[src/rtl/risc_control_unit_pkg.sv]
// Shared encodings for the 8-bit RISC control unit: opcodes, FSM states, bus selects, IR fields.
// Latency: n/a (constants and types only).
// Backpressure: n/a.
package risc_control_unit_pkg;

  // Instruction field positions inside the IR
  localparam int OP_MSB   = 7;
  localparam int OP_LSB   = 4;
  localparam int SRC_MSB  = 3;
  localparam int SRC_LSB  = 2;
  localparam int DEST_MSB = 1;
  localparam int DEST_LSB = 0;

  typedef enum logic [3:0] {
    OP_NOP = 4'd0,
    OP_ADD = 4'd1,
    OP_SUB = 4'd2,
    OP_AND = 4'd3,
    OP_NOT = 4'd4,
    OP_RD  = 4'd5,
    OP_WR  = 4'd6,
    OP_BR  = 4'd7,
    OP_BRZ = 4'd8
  } opcode_e;

  // Encodings 12..15 are unreachable and recover to S_IDLE
  typedef enum logic [3:0] {
    S_IDLE = 4'd0,
    S_FET1 = 4'd1,
    S_FET2 = 4'd2,
    S_DEC  = 4'd3,
    S_EX1  = 4'd4,
    S_RD1  = 4'd5,
    S_RD2  = 4'd6,
    S_WR1  = 4'd7,
    S_WR2  = 4'd8,
    S_BR1  = 4'd9,
    S_BR2  = 4'd10,
    S_HALT = 4'd11
  } state_e;

  // Bus_1 sources: 0..3 select R0..R3 directly
  localparam logic [2:0] BUS1_PC = 3'd4;

  localparam logic [1:0] BUS2_ALU  = 2'd0;
  localparam logic [1:0] BUS2_BUS1 = 2'd1;
  localparam logic [1:0] BUS2_MEM  = 2'd2;

endpackage

[src/rtl/risc_control_unit.sv]
// Multi-cycle control FSM for the 8-bit RISC machine; sole source of datapath strobes and bus selects.
// Latency: outputs are combinational from the current state and IR; one state step per clock.
// Backpressure: none; the datapath always accepts the strobes issued each cycle.
module risc_control_unit
  import risc_control_unit_pkg::*;
#(
  parameter int word_size  = 8,
  parameter int op_size    = 4,
  parameter int state_size = 4
) (
  input  logic                  clk,
  input  logic                  rst,
  input  logic [word_size-1:0]  instruction,
  input  logic                  zero_flag,
  output logic [3:0]            load_reg,
  output logic                  load_pc,
  output logic                  inc_pc,
  output logic                  load_ir,
  output logic                  load_add_r,
  output logic                  load_reg_y,
  output logic                  load_reg_z,
  output logic [2:0]            bus1_sel,
  output logic [1:0]            bus2_sel,
  output logic                  mem_write,
  output logic                  halted,
  output logic [state_size-1:0] state
);

  logic [op_size-1:0]    opcode;
  logic [1:0]            src;
  logic [1:0]            dest;
  logic [state_size-1:0] state_q;
  logic [state_size-1:0] state_d;

  assign opcode = instruction[OP_MSB:OP_LSB];
  assign src    = instruction[SRC_MSB:SRC_LSB];
  assign dest   = instruction[DEST_MSB:DEST_LSB];
  assign state  = state_q;

  // State register; reset takes effect immediately so an aborted instruction leaves no strobe behind
  always_ff @(posedge clk or posedge rst) begin
    if (rst) state_q <= S_IDLE;
    else     state_q <= state_d;
  end

  // Next-state sequencing from the current state, opcode and zero flag
  always_comb begin
    state_d = S_IDLE;
    case (state_q)
      S_IDLE: state_d = S_FET1;
      S_FET1: state_d = S_FET2;
      S_FET2: state_d = S_DEC;
      S_DEC: begin
        case (opcode)
          OP_NOP, OP_NOT:         state_d = S_FET1;
          OP_ADD, OP_SUB, OP_AND: state_d = S_EX1;
          OP_RD:                  state_d = S_RD1;
          OP_WR:                  state_d = S_WR1;
          OP_BR:                  state_d = S_BR1;
          OP_BRZ:                 state_d = zero_flag ? S_BR1 : S_FET1;
          default:                state_d = S_HALT;
        endcase
      end
      S_EX1:  state_d = S_FET1;
      S_RD1:  state_d = S_RD2;
      S_RD2:  state_d = S_FET1;
      S_WR1:  state_d = S_WR2;
      S_WR2:  state_d = S_FET1;
      S_BR1:  state_d = S_BR2;
      S_BR2:  state_d = S_FET1;
      S_HALT: state_d = S_HALT;
      default: state_d = S_IDLE;
    endcase
  end

  // Output decode; every strobe and select defaults to 0 so idle and unknown states are quiet
  always_comb begin
    load_reg   = 4'b0000;
    load_pc    = 1'b0;
    inc_pc     = 1'b0;
    load_ir    = 1'b0;
    load_add_r = 1'b0;
    load_reg_y = 1'b0;
    load_reg_z = 1'b0;
    bus1_sel   = 3'd0;
    bus2_sel   = BUS2_ALU;
    mem_write  = 1'b0;
    halted     = 1'b0;
    case (state_q)
      S_FET1: begin
        bus1_sel   = BUS1_PC;
        bus2_sel   = BUS2_BUS1;
        load_add_r = 1'b1;
        inc_pc     = 1'b1;
      end
      S_FET2: begin
        bus2_sel = BUS2_MEM;
        load_ir  = 1'b1;
      end
      S_DEC: begin
        case (opcode)
          OP_ADD, OP_SUB, OP_AND: begin
            bus1_sel   = {1'b0, src};
            bus2_sel   = BUS2_BUS1;
            load_reg_y = 1'b1;
          end
          OP_NOT: begin
            bus1_sel   = {1'b0, src};
            bus2_sel   = BUS2_ALU;
            load_reg_z = 1'b1;
            load_reg   = 4'b0001 << dest;
          end
          OP_RD, OP_WR, OP_BR: begin
            bus1_sel   = BUS1_PC;
            bus2_sel   = BUS2_BUS1;
            load_add_r = 1'b1;
          end
          OP_BRZ: begin
            if (zero_flag) begin
              bus1_sel   = BUS1_PC;
              bus2_sel   = BUS2_BUS1;
              load_add_r = 1'b1;
            end else begin
              // Untaken branch: step the PC over the address byte
              inc_pc = 1'b1;
            end
          end
          default: ;
        endcase
      end
      S_EX1: begin
        bus1_sel   = {1'b0, dest};
        bus2_sel   = BUS2_ALU;
        load_reg_z = 1'b1;
        load_reg   = 4'b0001 << dest;
      end
      S_RD1, S_WR1: begin
        bus2_sel   = BUS2_MEM;
        load_add_r = 1'b1;
        inc_pc     = 1'b1;
      end
      S_RD2: begin
        bus2_sel = BUS2_MEM;
        load_reg = 4'b0001 << dest;
      end
      S_WR2: begin
        bus1_sel  = {1'b0, src};
        mem_write = 1'b1;
      end
      S_BR1: begin
        bus2_sel   = BUS2_MEM;
        load_add_r = 1'b1;
      end
      S_BR2: begin
        bus2_sel = BUS2_MEM;
        load_pc  = 1'b1;
      end
      S_HALT: halted = 1'b1;
      default: ;
    endcase
  end

endmodule

[config.mk]
export PLATFORM = sky130hd
export DESIGN_NAME = risc_control_unit
export DESIGN_NICKNAME = d
export VERILOG_FILES = /design/src/rtl/risc_control_unit_pkg.sv /design/src/rtl/risc_control_unit.sv
export SDC_FILE = /design/constraint.sdc
export NUM_CORES = 1
export LEC_CHECK = 0
export CAP_MARGIN = 20
export CORE_MARGIN = 2
export CORE_UTILIZATION = 35
export CTS_CLUSTER_SIZE = 16
export DETAILED_ROUTE_END_ITERATION = 16
export PLACE_DENSITY = 0.84
export SLEW_MARGIN = 30
export SYNTH_ARGS = -nofsm -noshare
export SYNTH_HDL_FRONTEND = slang
export SYNTH_SLANG_ARGS = --single-unit
[constraint.sdc]
create_clock -name clk -period 1.4 [get_ports clk]
set_clock_uncertainty 0.05 [all_clocks]
set_input_delay 0.35 -clock clk [delete_from_list [all_inputs] [get_ports clk]]
set_output_delay 0.35 -clock clk [all_outputs]
set_load 0.01 [all_outputs]
# Yosys cells after proc, flatten, opt, wreduce, memory -nomap -nowiden
# Cells that the tools add are included.
[op_classes]
eq_ne = 19
shift = 1
n_mux = 25
n_reduce_logical = 12
[op_table]
columns = ["op", "count"]
rows = [
  ["4-bit by 3-bit == test with 1-bit output (second input constant)", 8],
  ["4-bit case mux with 8 select lines", 1],
  ["4-bit case mux with 6 select lines", 1],
  ["4-bit == test (second input constant)", 5],
  ["4-bit by 2-bit == test with 1-bit output (second input constant)", 4],
  ["3-bit case mux with 4 select lines", 1],
  ["6-bit OR reduction", 2],
  ["1-bit 2-to-1 mux", 11],
  ["1-bit case mux with 2 select lines", 5],
  ["3-bit case mux with 3 select lines", 1],
  ["3-bit OR reduction", 3],
  ["4-bit by 1-bit == test with 1-bit output (second input constant)", 2],
  ["4-bit zero test", 2],
  ["4-bit 2-to-1 mux", 2],
  ["4-bit case mux with 2 select lines", 1],
  ["4-bit OR reduction", 2],
  ["2-bit case mux with 3 select lines", 1],
  ["5-bit OR reduction", 1],
  ["2-bit OR reduction", 2],
  ["1-bit by 2-bit << shifter with 4-bit output (first input constant)", 1],
  ["3-bit 2-to-1 mux", 1],
]
[word_totals]
regBits = 4
in_bits = 11
out_inout_bits = 21
elab_cells = 58

# Depth between registers and ports, before layout
# Gate-level depths: netlist of the first run.
[depth]
ltp_word = 4
mapped_depth = 4
depth_no_buf = 3

# Worst setup path before layout of the first run
# OpenSTA, ideal clock, no wires.
[synth_timing]
path_type = "input to output"
start = "input port instruction[4]"
end = "output port load_reg[0]"
arrival_ns = 1.176
required_ns = 1.000
setup_slack_ns = -0.176
stages = 4
path_buffers = 1
path_cell_list = "buf_4 nor4b_4 a22oi_2 nor3_1"
[synth_via]
elab_chain_cells = 3
[synth_rtl]
columns = ["element", "line_no", "text"]
rows = [
  ["from (decl)", "risc_control_unit.sv:13", "input logic [word_size-1:0] instruction,"],
  ["4-bit by 3-bit == test with 1-bit output", "risc_control_unit.sv:101", "case (opcode)"],
  ["4-bit 2-to-1 mux", "risc_control_unit.sv:101", ""],
  ["4-bit case mux with 2 select lines", "risc_control_unit.sv:89", "case (state_q)"],
  ["to (decl)", "risc_control_unit.sv:15", "output logic [3:0] load_reg,"],
]
# No other way between the ends.

# Worst setup path after layout of the first run
[layout_timing]
start = "register state_q[1], in the netlist state[1]"
end = "output port load_add_r"
[layout_via]
elab_chain_cells = 3
word_cells_on_any_way = 7
cone_classes = "5 x eq/ne; 1 x mux; 1 x reduce/logical"
[layout_rtl]
columns = ["element", "line_no", "text"]
rows = [
  ["from (decl)", "risc_control_unit.sv:32", "logic [state_size-1:0] state_q;"],
  ["from (signal assigned)", "risc_control_unit.sv:43", "else state_q <= state_d;"],
  ["4-bit == test (tied with other cells)", "risc_control_unit.sv:89", ""],
  ["4-bit OR reduction (no line)", "n/a", ""],
  ["1-bit case mux with 2 select lines (*)", "risc_control_unit.sv:89", ""],
  ["to (decl)", "risc_control_unit.sv:19", "output logic load_add_r,"],
]
# Every way passes the cells marked *; elsewhere a longest branch is shown, timed or not.

==> results of run 1 <==
==> synth_stat cells (2+ instances only) <==
| master | number |
|---|---|
| and3_1 | 4 |
| a221oi_1 | 2 |
| nand2b_1 | 5 |
| a22o_1 | 4 |
| a31oi_1 | 4 |
| nand2_1 | 5 |
| nor2_1 | 7 |
| o31ai_1 | 2 |
| a21oi_1 | 5 |
| nor4b_4 | 2 |
| buf_2 | 5 |
| nand3_1 | 2 |
| nor2b_1 | 5 |
| nor3b_2 | 4 |
| nor3_1 | 2 |
| dfrtp_1 | 4 |
==> per-layer routing <==
layer | part of all wire | routed length [µm] | vias up
met5 | 0 | 0 | -
met4 | 0.070 | 270 | 0
met3 | 0.078 | 302 | 30
met2 | 0.52 | 1997 | 95
met1 | 0.33 | 1278 | 494
li1 | - | - | 446
==> worst register-to-register path, delay by kind of cell, from the launching register on <==
family          cells  cell delay [ps]
buf+inv             3              400
simple gates        2              510
compound gates      1               70
flops               1              460
==> logic make-up (layout without fill, tap and decap cells) <==
logic type      Yosys count  after routing  synth area share
simple gates             42             42            0.4599
flops                     4              4            0.1566
xor+xnor                  1              1           0.01370
compound gates           25             25            0.2896
buf+inv                   9             83           0.08022
==> power breakdown <==
part	total [mW]	switching (mW)	internal (mW)	leakage, nW
combinational	2.79	1.22	1.57	0.637
clock	0.188	0.0789	0.109	0.0150
sequential	0.282	0.104	0.178	0.0441
total	3.26	1.41	1.86	0.696
==> cell type report <==
cell class	count	area share
flip-flops and latches	4	0.06942
multi-input cells	68	0.4306
repair buffers	77	0.4570
inverters	2	0.004959
clock buffers	4	0.01736
well taps	25	0.02066
==> cells in the final DEF (no fill, tap or decap), drive strengths merged, types with 2 or more instances in the layout <==
cell type,instances
a21oi,5
a221oi,2
a22o,4
a31oi,4
and3,4
buf,67
clkbuf,5
clkdlybuf4s15,3
clkdlybuf4s50,4
dfrtp,4
dlygate4sd2,2
inv,2
nand2,6
nand2b,5
nand3,2
nor2,7
nor2b,5
nor3,2
nor3b,4
nor4b,2
o21ai,2
o31ai,2
or2,2
==> per-stage QoR <==
| step | TNS (ps) | area [µm²] | util | setup WS [ps] | hold slack (ps) |
|---|---|---|---|---|---|
| after floorplan | -912.3 | 743.2 | - | -116.3 | 65.88 |
| after global placement | -17080 | 1192 | 0.6906 | -1112 | 486.7 |
| after detailed placement | -17740 | 1192 | 0.6906 | -1168 | 503.6 |
| after CTS | -7546 | 1353 | 0.7833 | -537.6 | 238.5 |
| after global routing | -9794 | 1514 | 0.8768 | -588.6 | 293.4 |
| final | -9027 | 1514 | 0.8768 | -600.6 | 282.6 |
==> timing repair <==
action / in CTS / in global routing
cloned: 0 / 0
buffers inserted: 16 / 11
endpoints found under the hold margin: 0 / 0
setup endpoints to repair: 24 / 24
pin swaps: 17 / 19
gates resized for setup: 129 / 34
==> final timing paths <==
path / from / endpoint / depth (start not counted)
setup reg to reg: state[3] / state[1] / 6
max in group asynchronous: rst / state[1] / 2
setup / recovery: state[1] / load_add_r / 7
hold reg to reg: state[0] / state[0] / 3
hold / removal: rst / state[3] / 2
min in group clk: instruction[6] / state[0] / 4
==> results.txt, run 1 <==
- The flow ran to the end, but the final reports show violations.
* Violated checks: setup timing
- Final setup viols: 24
* Worst-path cell with the longest stage delay: dfrtp_2
- Cell count after synthesis: 81
* CTS clock-pin slew for the worst setup and hold paths: 60 ps
- Number of design rule violations left after detail routing: 0
- Clock tree sinks: 4
* IR Drop Worst-Case VDD: ~0.0019 V
* Total number of H-tree levels: 1
- PwrDens: ~2200 nW/µm²
* Minimum setup slack in the final design: -600.6 ps
- For met1 alone, demand over resource in global routing was 0.3068.
- Max-cap violations in this run came to 0.
- Number of diodes added for antenna fixing: 0
- The congestion estimate from routability-driven global placement came to 0.7530.
* Sequential share of the synthesized area: 0.1566
* Mean instance size in the synthesized netlist: 7.893 µm²
- The core region is ~1700 µm².
- Count of final hold-check violations: 0
* Cell family contributing the most delay on the critical path: buffers and inverters
- Die area: about 2200 µm²
- Summing over every cut layer, the via total after detailed routing is between 1000 and 1500.
* Met2 usage in global routing: 0.6111
- Warnings, synthesis: 0
* Total chip power: 3.264 mW
* Synthesized area: 639.4 µm²
- Wire length of the first global-routing pass: ~4.7 mm
- Multi-input logic area: 651.9 µm²
* Initial core utilization: 0.3703
- Grt peak-use layer: met2
* Worst endpoint required time: 1000 ps
* Synthesized flop and latch total: 4
* Iteration-0 DRC count of the detailed router: 38
- After layout, the minimum clock period comes to 2001 ps.
* Unrepaired setup endpoints after global routing: yes
- In the final layout, the share of cells above drive strength 1 is 0.7355.
* Routed wire length: between 3 and 4 mm
- No sink is reached through more buffers than the 2 on the longest clock path.
* Largest area contributor in the netlist: dfrtp_1
- On the worst path, the slowest cell contributes a delay of 440 ps.
* Net Count, Synth: 92
- In this run, CTS created clock tree buffers numbering 3.
* Cell at the root of the clock tree: clkbuf_4
- The number of max-slew violations in the final report is 0.
- The signal on the critical path passes through buf_6 > buf_6 > buf_6 > o21ai_2 > nand2_1 > a31oi_2 > buf_2.
- Post-synthesis async set-or-reset flop share: 1.000
- Crit Path Max Fanout: 4
- Global-route usage over all layers: 0.3165
- The register with the most flip-flops in the layout has 4 of them.
* Worst setup path category: reg2out
- Of the available clock period, the critical path in the final layout requires 1.429.
- Yosys mapped a number of flops with a built-in enable equal to 0.
- Final cell count without fillers: 180
- Data arrival time at the worst-slack endpoint: 1600 ps
* Fill cell instance count of the final layout: 92
- Once detailed placement completed, the half-perimeter wirelength came to around 1.9 mm.
- Across the whole layout, storage elements account for about 110 µm².
- The worst pin sits at a relative slew slack of 0.7820.
- For the worst-skew pair, the clock arrives at the later sink with an insertion delay of 260 ps.
- The area growth from synthesis to layout is 136.8%.
* Classification of the worst-slack hold path: in2async
- Width of the chip: roughly 47 µm
* Reg-to-reg setup timing slack: -250 ps
* Worst path buffer plus inverter count: 4
- In this run, placement finished with an instance count of 155.
* Total I/O pin count: 32
- The analysis attributes to cell leakage a power of 0.6960 nW.
- For this run, the detailed router's first-pass iteration total came to 4.
- In the final design database the tool counted 167 nets.
- For met3 alone, demand over resource in global routing was 0.09615.
* Vertical die dimension: roughly 47 µm
* Post-detailed-route via-to-cell ratio: between 5 and 6
- Timing would allow up to 0.4998 GHz.
* Hold bufs inserted after CTS: 0
- In the synthesized netlist the dominant register cell turns out to be dfrtp_1.
* Routed len/inst: around 21 µm
- TritonCTS built the clock tree.
* Library cells used by synthesis: 35
* Initial antenna violation count: 0
- The share of synthesized area in the top cell type comes to 0.1566.
- The worst setup path is launched from a register.
- Remaining antenna violation count after routing: 0
- Cell types occupying the most area after synthesis: dfrtp_1 (16%), nor3b_2 (7.8%), nor4b_4 (7.4%), a22o_1 (5.5%), nand2b_1 (4.9%)
- Worst Setup End Kind: output port
- For this run the aggregate overflow at the end of global routing stands at 0.
- Via count of the first global-routing pass: 1005
- Largest net degree at the start of global routing: 8
- Standard-cell row count: 15
- CP most frequent cell: buf_6
* Count of port buffers added during placement: 31
- At the pin with the least slew margin, the transition time is 326.8 ps.
(Power assumes the default switching activity.)
==> run 2: changes to the inputs <==
--- a/config.mk
+++ b/config.mk
@@ -8,7 +8,7 @@
 export CAP_MARGIN = 20
 export CORE_MARGIN = 2
 export CORE_UTILIZATION = 35
-export CTS_CLUSTER_SIZE = 16
+export CTS_CLUSTER_SIZE = 8
 export DETAILED_ROUTE_END_ITERATION = 16
 export PLACE_DENSITY = 0.84
 export SLEW_MARGIN = 30
==> results of run 2 <==
No change in the layout: final DEF, timing and power equal those of run 1.
